--- src/rtl/i2c_slave_regs.sv ---
// I2C slave exposing NUM_REGS 8-bit registers through a pointer byte; oversampled on Clk.
// Optional pointer auto-increment when I2C_SLAVE_AUTOINC_EN is defined.
module i2c_slave_regs #(
  parameter logic [6:0] DEV_ADDR = 7'b1001101,
  parameter int         NUM_REGS = 4,
  parameter int         PTR_W    = 2
) (
  input  logic             Clk,
  input  logic             Rst,
  input  logic             Scl_in,
  input  logic             Sda_in,
  output logic             Sda_oe,
  output logic [PTR_W-1:0] Reg_addr,
  output logic [7:0]       Reg_wdata,
  output logic             Reg_we,
  input  logic [7:0]       Reg_rdata,
  output logic             Ready,
  output logic             Error
);

`ifdef I2C_SLAVE_AUTOINC_EN
  localparam bit AUTOINC = 1'b1;
`else
  localparam bit AUTOINC = 1'b0;
`endif

  typedef enum logic [3:0] {
    IDLE, ADDR, ACK_ADDR, PTR, ACK_PTR, WDATA, ACK_WDATA, RDATA, MACK, WAIT_STOP
  } state_t;

  // [0],[1] synchronise, [2] is the previous level for edge detection
  logic [2:0]       scl_sync_q, scl_sync_d, sda_sync_q, sda_sync_d;
  state_t           state_q, state_d;
  logic [2:0]       bit_cnt_q, bit_cnt_d;
  logic [7:0]       shift_q, shift_d;
  logic [PTR_W-1:0] ptr_q, ptr_d;
  logic             sda_oe_q, sda_oe_d;
  logic             we_q, we_d;
  logic [7:0]       wdata_q, wdata_d;
  logic             err_q, err_d;
  logic             ready_q, ready_d;

  logic             scl_lvl, scl_rise, scl_fall, sda_lvl, start_det, stop_det;
  logic [7:0]       rx_byte;
  logic [PTR_W-1:0] ptr_inc;

  assign scl_lvl   = scl_sync_q[1];
  assign scl_rise  = scl_sync_q[1] & ~scl_sync_q[2];
  assign scl_fall  = ~scl_sync_q[1] & scl_sync_q[2];
  assign sda_lvl   = sda_sync_q[1];
  assign start_det = scl_lvl & ~sda_sync_q[1] & sda_sync_q[2];
  assign stop_det  = scl_lvl & sda_sync_q[1] & ~sda_sync_q[2];
  assign rx_byte   = {shift_q[6:0], sda_lvl};
  assign ptr_inc   = (ptr_q == PTR_W'(NUM_REGS - 1)) ? '0 : ptr_q + 1'b1;

  always_comb begin
    scl_sync_d = {scl_sync_q[1:0], Scl_in};
    sda_sync_d = {sda_sync_q[1:0], Sda_in};
    state_d    = state_q;
    bit_cnt_d  = bit_cnt_q;
    shift_d    = shift_q;
    ptr_d      = ptr_q;
    sda_oe_d   = sda_oe_q;
    we_d       = 1'b0;
    wdata_d    = wdata_q;
    err_d      = 1'b0;
    // Bus conditions take priority over any SCL edge seen in the same cycle
    if (start_det) begin
      state_d   = ADDR;
      bit_cnt_d = 3'd0;
      sda_oe_d  = 1'b0;
    end else if (stop_det) begin
      state_d   = IDLE;
      bit_cnt_d = 3'd0;
      sda_oe_d  = 1'b0;
    end else begin
      case (state_q)
        ADDR: if (scl_rise) begin
          shift_d   = rx_byte;
          bit_cnt_d = bit_cnt_q + 3'd1;
          if (bit_cnt_q == 3'd7)
            state_d = (rx_byte[7:1] == DEV_ADDR) ? ACK_ADDR : WAIT_STOP;
        end
        ACK_ADDR: if (scl_fall) begin
          if (!sda_oe_q) begin
            sda_oe_d = 1'b1;
          end else if (shift_q[0]) begin
            state_d   = RDATA;
            shift_d   = Reg_rdata;
            sda_oe_d  = ~Reg_rdata[7];
            bit_cnt_d = 3'd0;
          end else begin
            state_d   = PTR;
            sda_oe_d  = 1'b0;
            bit_cnt_d = 3'd0;
          end
        end
        PTR: if (scl_rise) begin
          shift_d   = rx_byte;
          bit_cnt_d = bit_cnt_q + 3'd1;
          if (bit_cnt_q == 3'd7) begin
            if ({1'b0, rx_byte} < 9'(NUM_REGS)) begin
              ptr_d   = PTR_W'(rx_byte);
              state_d = ACK_PTR;
            end else begin
              err_d   = 1'b1;
              state_d = WAIT_STOP;
            end
          end
        end
        ACK_PTR, ACK_WDATA: if (scl_fall) begin
          if (!sda_oe_q) begin
            sda_oe_d = 1'b1;
          end else begin
            sda_oe_d  = 1'b0;
            state_d   = WDATA;
            bit_cnt_d = 3'd0;
            if (AUTOINC && state_q == ACK_WDATA) ptr_d = ptr_inc;
          end
        end
        WDATA: if (scl_rise) begin
          shift_d   = rx_byte;
          bit_cnt_d = bit_cnt_q + 3'd1;
          if (bit_cnt_q == 3'd7) begin
            we_d    = 1'b1;
            wdata_d = rx_byte;
            state_d = ACK_WDATA;
          end
        end
        // Counter wraps to 0 after the 8th rise, so a fall with count 0 ends the byte
        RDATA: begin
          if (scl_rise) begin
            bit_cnt_d = bit_cnt_q + 3'd1;
          end else if (scl_fall) begin
            if (bit_cnt_q == 3'd0) begin
              sda_oe_d = 1'b0;
              state_d  = MACK;
            end else begin
              shift_d  = {shift_q[6:0], shift_q[7]};
              sda_oe_d = ~shift_q[6];
            end
          end
        end
        // Increment on the rise so Reg_rdata follows the new pointer by the fall
        MACK: begin
          if (scl_rise) begin
            if (AUTOINC) ptr_d = ptr_inc;
            if (!sda_lvl) bit_cnt_d = 3'd1;
            else          state_d   = WAIT_STOP;
          end else if (scl_fall && bit_cnt_q == 3'd1) begin
            state_d   = RDATA;
            shift_d   = Reg_rdata;
            sda_oe_d  = ~Reg_rdata[7];
            bit_cnt_d = 3'd0;
          end
        end
        default: ;
      endcase
    end
    ready_d = (state_d == IDLE);
  end

  always_ff @(posedge Clk) begin
    if (Rst) begin
      scl_sync_q <= '1;
      sda_sync_q <= '1;
      state_q    <= IDLE;
      bit_cnt_q  <= '0;
      shift_q    <= '0;
      ptr_q      <= '0;
      sda_oe_q   <= 1'b0;
      we_q       <= 1'b0;
      wdata_q    <= '0;
      err_q      <= 1'b0;
      ready_q    <= 1'b1;
    end else begin
      scl_sync_q <= scl_sync_d;
      sda_sync_q <= sda_sync_d;
      state_q    <= state_d;
      bit_cnt_q  <= bit_cnt_d;
      shift_q    <= shift_d;
      ptr_q      <= ptr_d;
      sda_oe_q   <= sda_oe_d;
      we_q       <= we_d;
      wdata_q    <= wdata_d;
      err_q      <= err_d;
      ready_q    <= ready_d;
    end
  end

  assign Sda_oe    = sda_oe_q;
  assign Reg_addr  = ptr_q;
  assign Reg_wdata = wdata_q;
  assign Reg_we    = we_q;
  assign Error     = err_q;
  assign Ready     = ready_q;

endmodule

--- config.mk ---
export PLATFORM = sky130hd
export DESIGN_NAME = i2c_slave_regs
export DESIGN_NICKNAME = d
export VERILOG_FILES = /design/src/rtl/i2c_slave_regs.sv
export SDC_FILE = /design/constraint.sdc
export NUM_CORES = 1
export LEC_CHECK = 0
export CAP_MARGIN = 5
export CORE_MARGIN = 3
export CORE_UTILIZATION = 35
export DETAILED_ROUTE_END_ITERATION = 8
export PLACE_DENSITY = 0.55
export SYNTH_ARGS = -nofsm -noshare
export SYNTH_HDL_FRONTEND = slang
export SYNTH_SLANG_ARGS = --single-unit
export TNS_END_PERCENT = 1
--- constraint.sdc ---
create_clock -name Clk -period 5.5 [get_ports Clk]
set_clock_uncertainty 0.2 [all_clocks]
set_input_delay 0.825 -clock Clk [delete_from_list [all_inputs] [get_ports Clk]]
set_output_delay 0.825 -clock Clk [all_outputs]
set_load 0.005 [all_outputs]
==> results.ini, run 1 <==
[finish]
n_antenna_cell = 0
syn_to_final_growth_pct = 19.0
nets = 272
drive_gt1_share_pct = 9.73

[clock_tree]
numClockSinks = 35
cts_setup_buffers = 0
ctsResizeCount = 0
cts_hold_buf = 0
htreeDepth = 2
clk-insertion-delay-late_ns = 0.29
numCtsBuffers = 5
cts_tree = done
cts_root_buf = clkbuf_8
clkTransAtPathRegs_ns = 0.08
cts_buffer_depth = 2

[logic_synthesis]
seq_area_frac_synth_pct = 34.6
synth_ff_type = dfxtp_1
syn-num-nets = 256
synth_seq_cells = 35
synth_cell_types = 58
async_flop_share_pct = 0
synthesis.area_mm2 = 0.00202
yosys_warnings = 0
synthCells = 240
postSynthAreaPerCell_um2 = 8.43
synth-edff-count = 0

[routing]
num_vias = 1853
drtIter0Drc = 329
totalWireLength_um = 5180
wl_per_cell_um = 15.7
antenna_left = 0
drc = 0
dr.pass1.iters = 4
via_per_inst = 5.63

[sta]
clock.fmax_mhz = 299
hold_violations = 0
finalSetupViolations = 0
rsz0062_at_grt = false
final.period_utilization_pct = 60.8
tightest_slew_ns = 1.08
drv_slew = 0
slew-limit-headroom_pct = 28.0
fin_crit_ns = 3.34
setup_tns_ns = 0

[floorplanning]
die_w_um = 82.0
ioPinCount = 26
core_area_mm2 = 0.00554
die-area_mm2 = 0.00673
row_count = 27
die_h_um = 82.0
initial_core_util_pct = 36.5

[power]
leakage_nw = 0.822
power_density_mw_per_mm2 = 332
power.switching_mw = 0.266
power_frac_seq_pct = 41.5
swShare_pct = 33.2
ir_worst_vdd_mv = 0.184
combinationalPowerShare_pct = 27.1
p_clk_share_pct = 31.4
power_mw = 0.799
p_int_mw = 0.534

[run_status]
run_status = completed

[critical_path]
critPathKind = flip-flop to flip-flop
crit_start = state_q[0]
startpoint_type = flip-flop
crit_path_end_kind = flip-flop
crit-reg2reg-launch = state_q[0]
rr_worst_depth = 6
worstPathArrival_ns = 3.28
worstPathRequired_ns = 5.44
r2r-end = Reg_wdata[0]
rrSetupSlack_ns = 2.16
crit_fanout = 21

[grt]
antenna_found_initial = 0
grt_usage_pct = 16.5
grt_max_degree = 28
grt.overflow.total = 0
grt_pass1_wl_um = 8450
grt_pass1_vias = 1684

[place]
port_buffers = 25
place.gp.congestion = 0.890
dp.final_hpwl_um = 3570

[min_path]
min_to = scl_sync_q[1]
min_path_cells = 1
min_path_type = flip-flop to flip-flop
worstHoldStart = scl_sync_q[0]

[run]
drv_cap = 0

[metrics by stage]
stage          hold WS (ns)  cells  cell area (um^2)  utilization [%]  worst slack [ns]
3_5_place_dp          0.196    321              2290             41.3              2.20
3_3_place_gp          0.192    321              2290             41.3              2.28
5_1_grt               0.221    329              2410             43.5              1.87
2_1_floorplan         0.189    240              2020                -              3.44
4_1_cts               0.212    329              2410             43.5              2.17
6_report              0.207    329              2410             43.5              2.16
[worst max-delay path, cell delays in order, from the launching register on]
cell	delay [ns]
dfxtp_1	0.73
clkinv_1	0.41
nor2_1	0.91
nand3_1	0.32
nor2_4	0.34
mux2i_1	0.22
nor2_1	0.06
[power by group through the flow]
stage          clock network (mW)  logic (mW)  registers, mW
5_1_grt                     0.268       0.240          0.337
6_report                    0.251       0.216          0.332
3_3_place_gp                    0       0.213          0.338
2_1_floorplan                   0       0.189          0.303
3_5_place_dp                    0       0.213          0.337
4_1_cts                     0.258       0.216          0.331
[logic make-up after synthesis]
kind of cell,synth area share (%)
simple gates,29.7
compound gates,21.0
flops,34.6
buf+inv,4.70
mux,6.56
fa+ha+maj,2.97
xor+xnor,0.433
[layer usage]
layer  track usage, %  share of wire (%)  vias up
li1                 -                  -      907
met1             22.7                 48      874
met2             24.8                 46       62
met3             3.73                4.4       10
met4             6.98                1.8        0
met5                0                  0        -
[registers in the layout, indices dropped and copies added, names as in the netlist, 2 cells and up]
signal and cells:
sda_sync_q 3, bit_cnt_q 3, shift_q 8, state_q 4, Reg_addr 2, Reg_wdata 8, scl_sync_q 3
[worst max-delay path by stage]
stage,endpoint,slack [ns]
finish,Reg_wdata[0],2.16
global route,Reg_wdata[7],1.87
CTS,Reg_wdata[0],2.17
detailed placement,Reg_wdata[0],2.20
global placement,Reg_wdata[3],2.28
floorplan,shift_q[2],3.44
[layout by cell type (no fill, tap or decap), types with 7 or more instances in the layout]
cell and n:
nand2_1 13, dfxtp_1 35, a21oi_1 13, nor2b_1 8, mux2i_1 11, clkdlybuf4s50_1 25
a221oi_1 8, or2_2 8, nand3_1 7, nor2_1 24, o21ai_0 9, nor3_1 11
[Yosys cell counts, drive strengths merged, types with 2 or more instances]
library cell	n	area [um^2]
o22ai	3	25.0
o21ai	11	55.1
a211oi	6	45.0
or3	3	18.8
buf	8	46.3
mux2	2	22.5
inv	4	15.0
o21a	2	15.0
nand3b	3	22.5
nand2	13	48.8
a21oi	13	65.1
nand2b	6	37.5
o211ai	3	27.5
nor2b	8	50.1
dfxtp	35	701
or2	11	68.8
and2	2	15.0
o32ai	2	17.5
nor3b	2	15.0
nor3	11	55.1
mux2i	11	110
nor4	2	12.5
and2b	2	17.5
nor2	25	101
a221oi	8	70.1
a31oi	3	18.8
and3b	2	17.5
nand3	7	35.0
nand4	3	18.8
ha	4	50.1
a2111oi	2	36.3
clkbuf	8	30.0
[final cells by class]
| cell class | count | area [um^2] |
|---|---|---|
| fillers | 594 | 3130 |
| multi-input cells | 184 | 1230 |
| flip-flops and latches | 35 | 701 |
| repair buffers | 25 | 250 |
| well taps | 72 | 90.1 |
| clock buffers | 6 | 82.6 |
| clock inverters | 2 | 38.8 |
| inverters | 5 | 18.8 |
Power figures use the tool's default switching activity.
==> run 2: changes to the inputs <==
- clock period: 5.5 -> 3.2 ns (I/O delays scaled with it)
==> run 2 against run 1 <==
Effect of this change: non-clock buffer count up 4; critical path type unchanged; largest power group unchanged; power up 73%; sequential power up 68%.
==> results.ini, run 2 (synthesis results as in run 1) <==
[run_status]
run_status = completed

[finish]
fill_cells = 603  ; +1.5%
nets = 276  ; +1.5%
layout_common_cells = dfxtp_1, clkdlybuf4s50_1, nor2_1
final_common_cell = dfxtp_1
drive_gt1_share_pct = 11.1  ; +1.4 points
syn_to_final_growth_pct = 20.5
n_antenna_cell = 0  ; unchanged

[routing]
wl_per_cell_um = 15.9  ; +1.1%
via_per_inst = 5.50  ; -2.3%
drc = 0  ; unchanged
num_vias = 1833  ; -1.1%
totalWireLength_um = 5300  ; +2.4%
antenna_left = 0  ; unchanged
dr.pass1.iters = 4  ; unchanged
drtIter0Drc = 230  ; -30%

[grt]
grt_usage_pct = 17.0  ; +0.43 points
grt_pass1_vias = 1708  ; +1.4%
globalRouteMet2Util_pct = 26.3  ; +1.5 points
grt_pass1_wl_um = 8780  ; +3.9%
grt_max_degree = 27  ; -3.6%
antenna_found_initial = 0  ; unchanged
busiest_layer = met2
grt.overflow.total = 0  ; unchanged
gr-usage-met1_pct = 23.7  ; +1.0 points
met3_usage_pct = 3.62  ; -0.11 points

[clock_tree]
cts_buffer_depth = 2  ; unchanged
numClockSinks = 35  ; unchanged
clk-insertion-delay-late_ns = 0.29  ; about the same
clkTransAtPathRegs_ns = 0.07  ; about the same
cts_setup_buffers = 0  ; unchanged
numCtsBuffers = 5  ; unchanged
ctsResizeCount = 0  ; unchanged
cts_root_buf = clkbuf_8
htreeDepth = 2  ; unchanged
cts_tree = done
cts_hold_buf = 0  ; unchanged

[floorplanning]
row_count = 27  ; unchanged
core_area_mm2 = 0.00554  ; unchanged
ioPinCount = 26  ; unchanged
die_w_um = 82.0  ; unchanged
die-area_mm2 = 0.00673  ; unchanged
die_h_um = 82.0  ; unchanged
initial_core_util_pct = 36.5  ; unchanged

[critical_path]
crit-reg2reg-launch = state_q[1]
worstPathRequired_ns = 3.22  ; -2.22 ns
crit_chain = nor4b_2 -> nor2b_1 -> a2111oi_4 -> o211ai_2 -> or3_1 -> a21oi_1
worstPathArrival_ns = 2.64  ; -0.64 ns
startpoint_type = flip-flop
crit_path_end_kind = flip-flop
critPathKind = flip-flop to flip-flop
crit_fanout = 20  ; -4.8%
crit_start = state_q[1]
critPathSlowestCell = dfxtp_1
max_stage_delay_ns = 0.78  ; -0.13 ns

[power]
power_mw = 1.39  ; +73%
leakage_nw = 0.843  ; +2.6%
power_density_mw_per_mm2 = 568  ; +71%
ir_worst_vdd_mv = 0.333  ; +81%

[sta]
drv_slew = 0  ; unchanged
tightest_slew_ns = 0.708  ; -0.368 ns
slew-limit-headroom_pct = 52.7  ; +25 points
clock.fmax_mhz = 383  ; +28%
rsz0062_at_grt = false
final.period_utilization_pct = 81.7  ; +21 points
hold_violations = 0  ; unchanged
setup_tns_ns = 0  ; unchanged
finalSetupViolations = 0  ; unchanged
fin_crit_ns = 2.61  ; -0.729 ns

[min_path]
min_path_type = flip-flop to flip-flop
worstHoldStart = sda_sync_q[0]

[run]
drv_cap = 0  ; unchanged

[place]
dp.final_hpwl_um = 3670  ; +2.7%
place.gp.congestion = 0.910  ; +2.3%
port_buffers = 25  ; unchanged

-- run 2: worst max-delay path, delay by kind of cell (launching register included) --
family             cells  cell delay (ns)
AOI/OAI and AO/OA      3             0.68
DFF                    1             0.78
and+or+nand+nor        3             0.88
-- run 2: through the flow --
step	hold WS [ns]	utilization, %	area, um^2	setup WS, ns	std cells
detailed placement	0.200	41.8	2320	0.661	325
global placement	0.196	41.8	2320	0.725	325
global route	0.234	44.0	2440	0.425	333
CTS	0.221	44.0	2440	0.618	333
finish	0.215	44.0	2440	0.586	333
floorplan	0.189	-	2020	1.14	240
-- run 2: report_power, final --
group | internal (mW) | switching (mW) | leakage [nW]
clock network | 0.256 | 0.176 | 0.0618
registers | 0.480 | 0.0788 | 0.284
logic | 0.189 | 0.207 | 0.497
-- run 2: worst paths after layout --
kind / depth (start not counted) / endpoint / slack, ns
max: 6 / shift_q[1] / 0.59
min: 1 / sda_sync_q[1] / 0.21
max reg2reg: 6 / shift_q[1] / 0.59
min reg2reg: 1 / sda_sync_q[1] / 0.21
-- run 2: area by class of cell --
| type | count | area, um^2 | area share [%] |
|---|---|---|---|
| well taps | 72 | 90.1 | 3.69 |
| repair buffers | 29 | 280 | 11.5 |
| clock buffers | 6 | 82.6 | 3.39 |
| clock inverters | 2 | 38.8 | 1.59 |
| flip-flops and latches | 35 | 701 | 28.7 |
| inverters | 5 | 18.8 | 0.770 |
| multi-input cells | 184 | 1230 | 50.3 |
-- run 2: metal layers --
metal | vias up | routed length [um]
li1 | 913 | -
met1 | 857 | 2570
met2 | 55 | 2370
met3 | 8 | 266
met4 | 0 | 82
met5 | - | 0
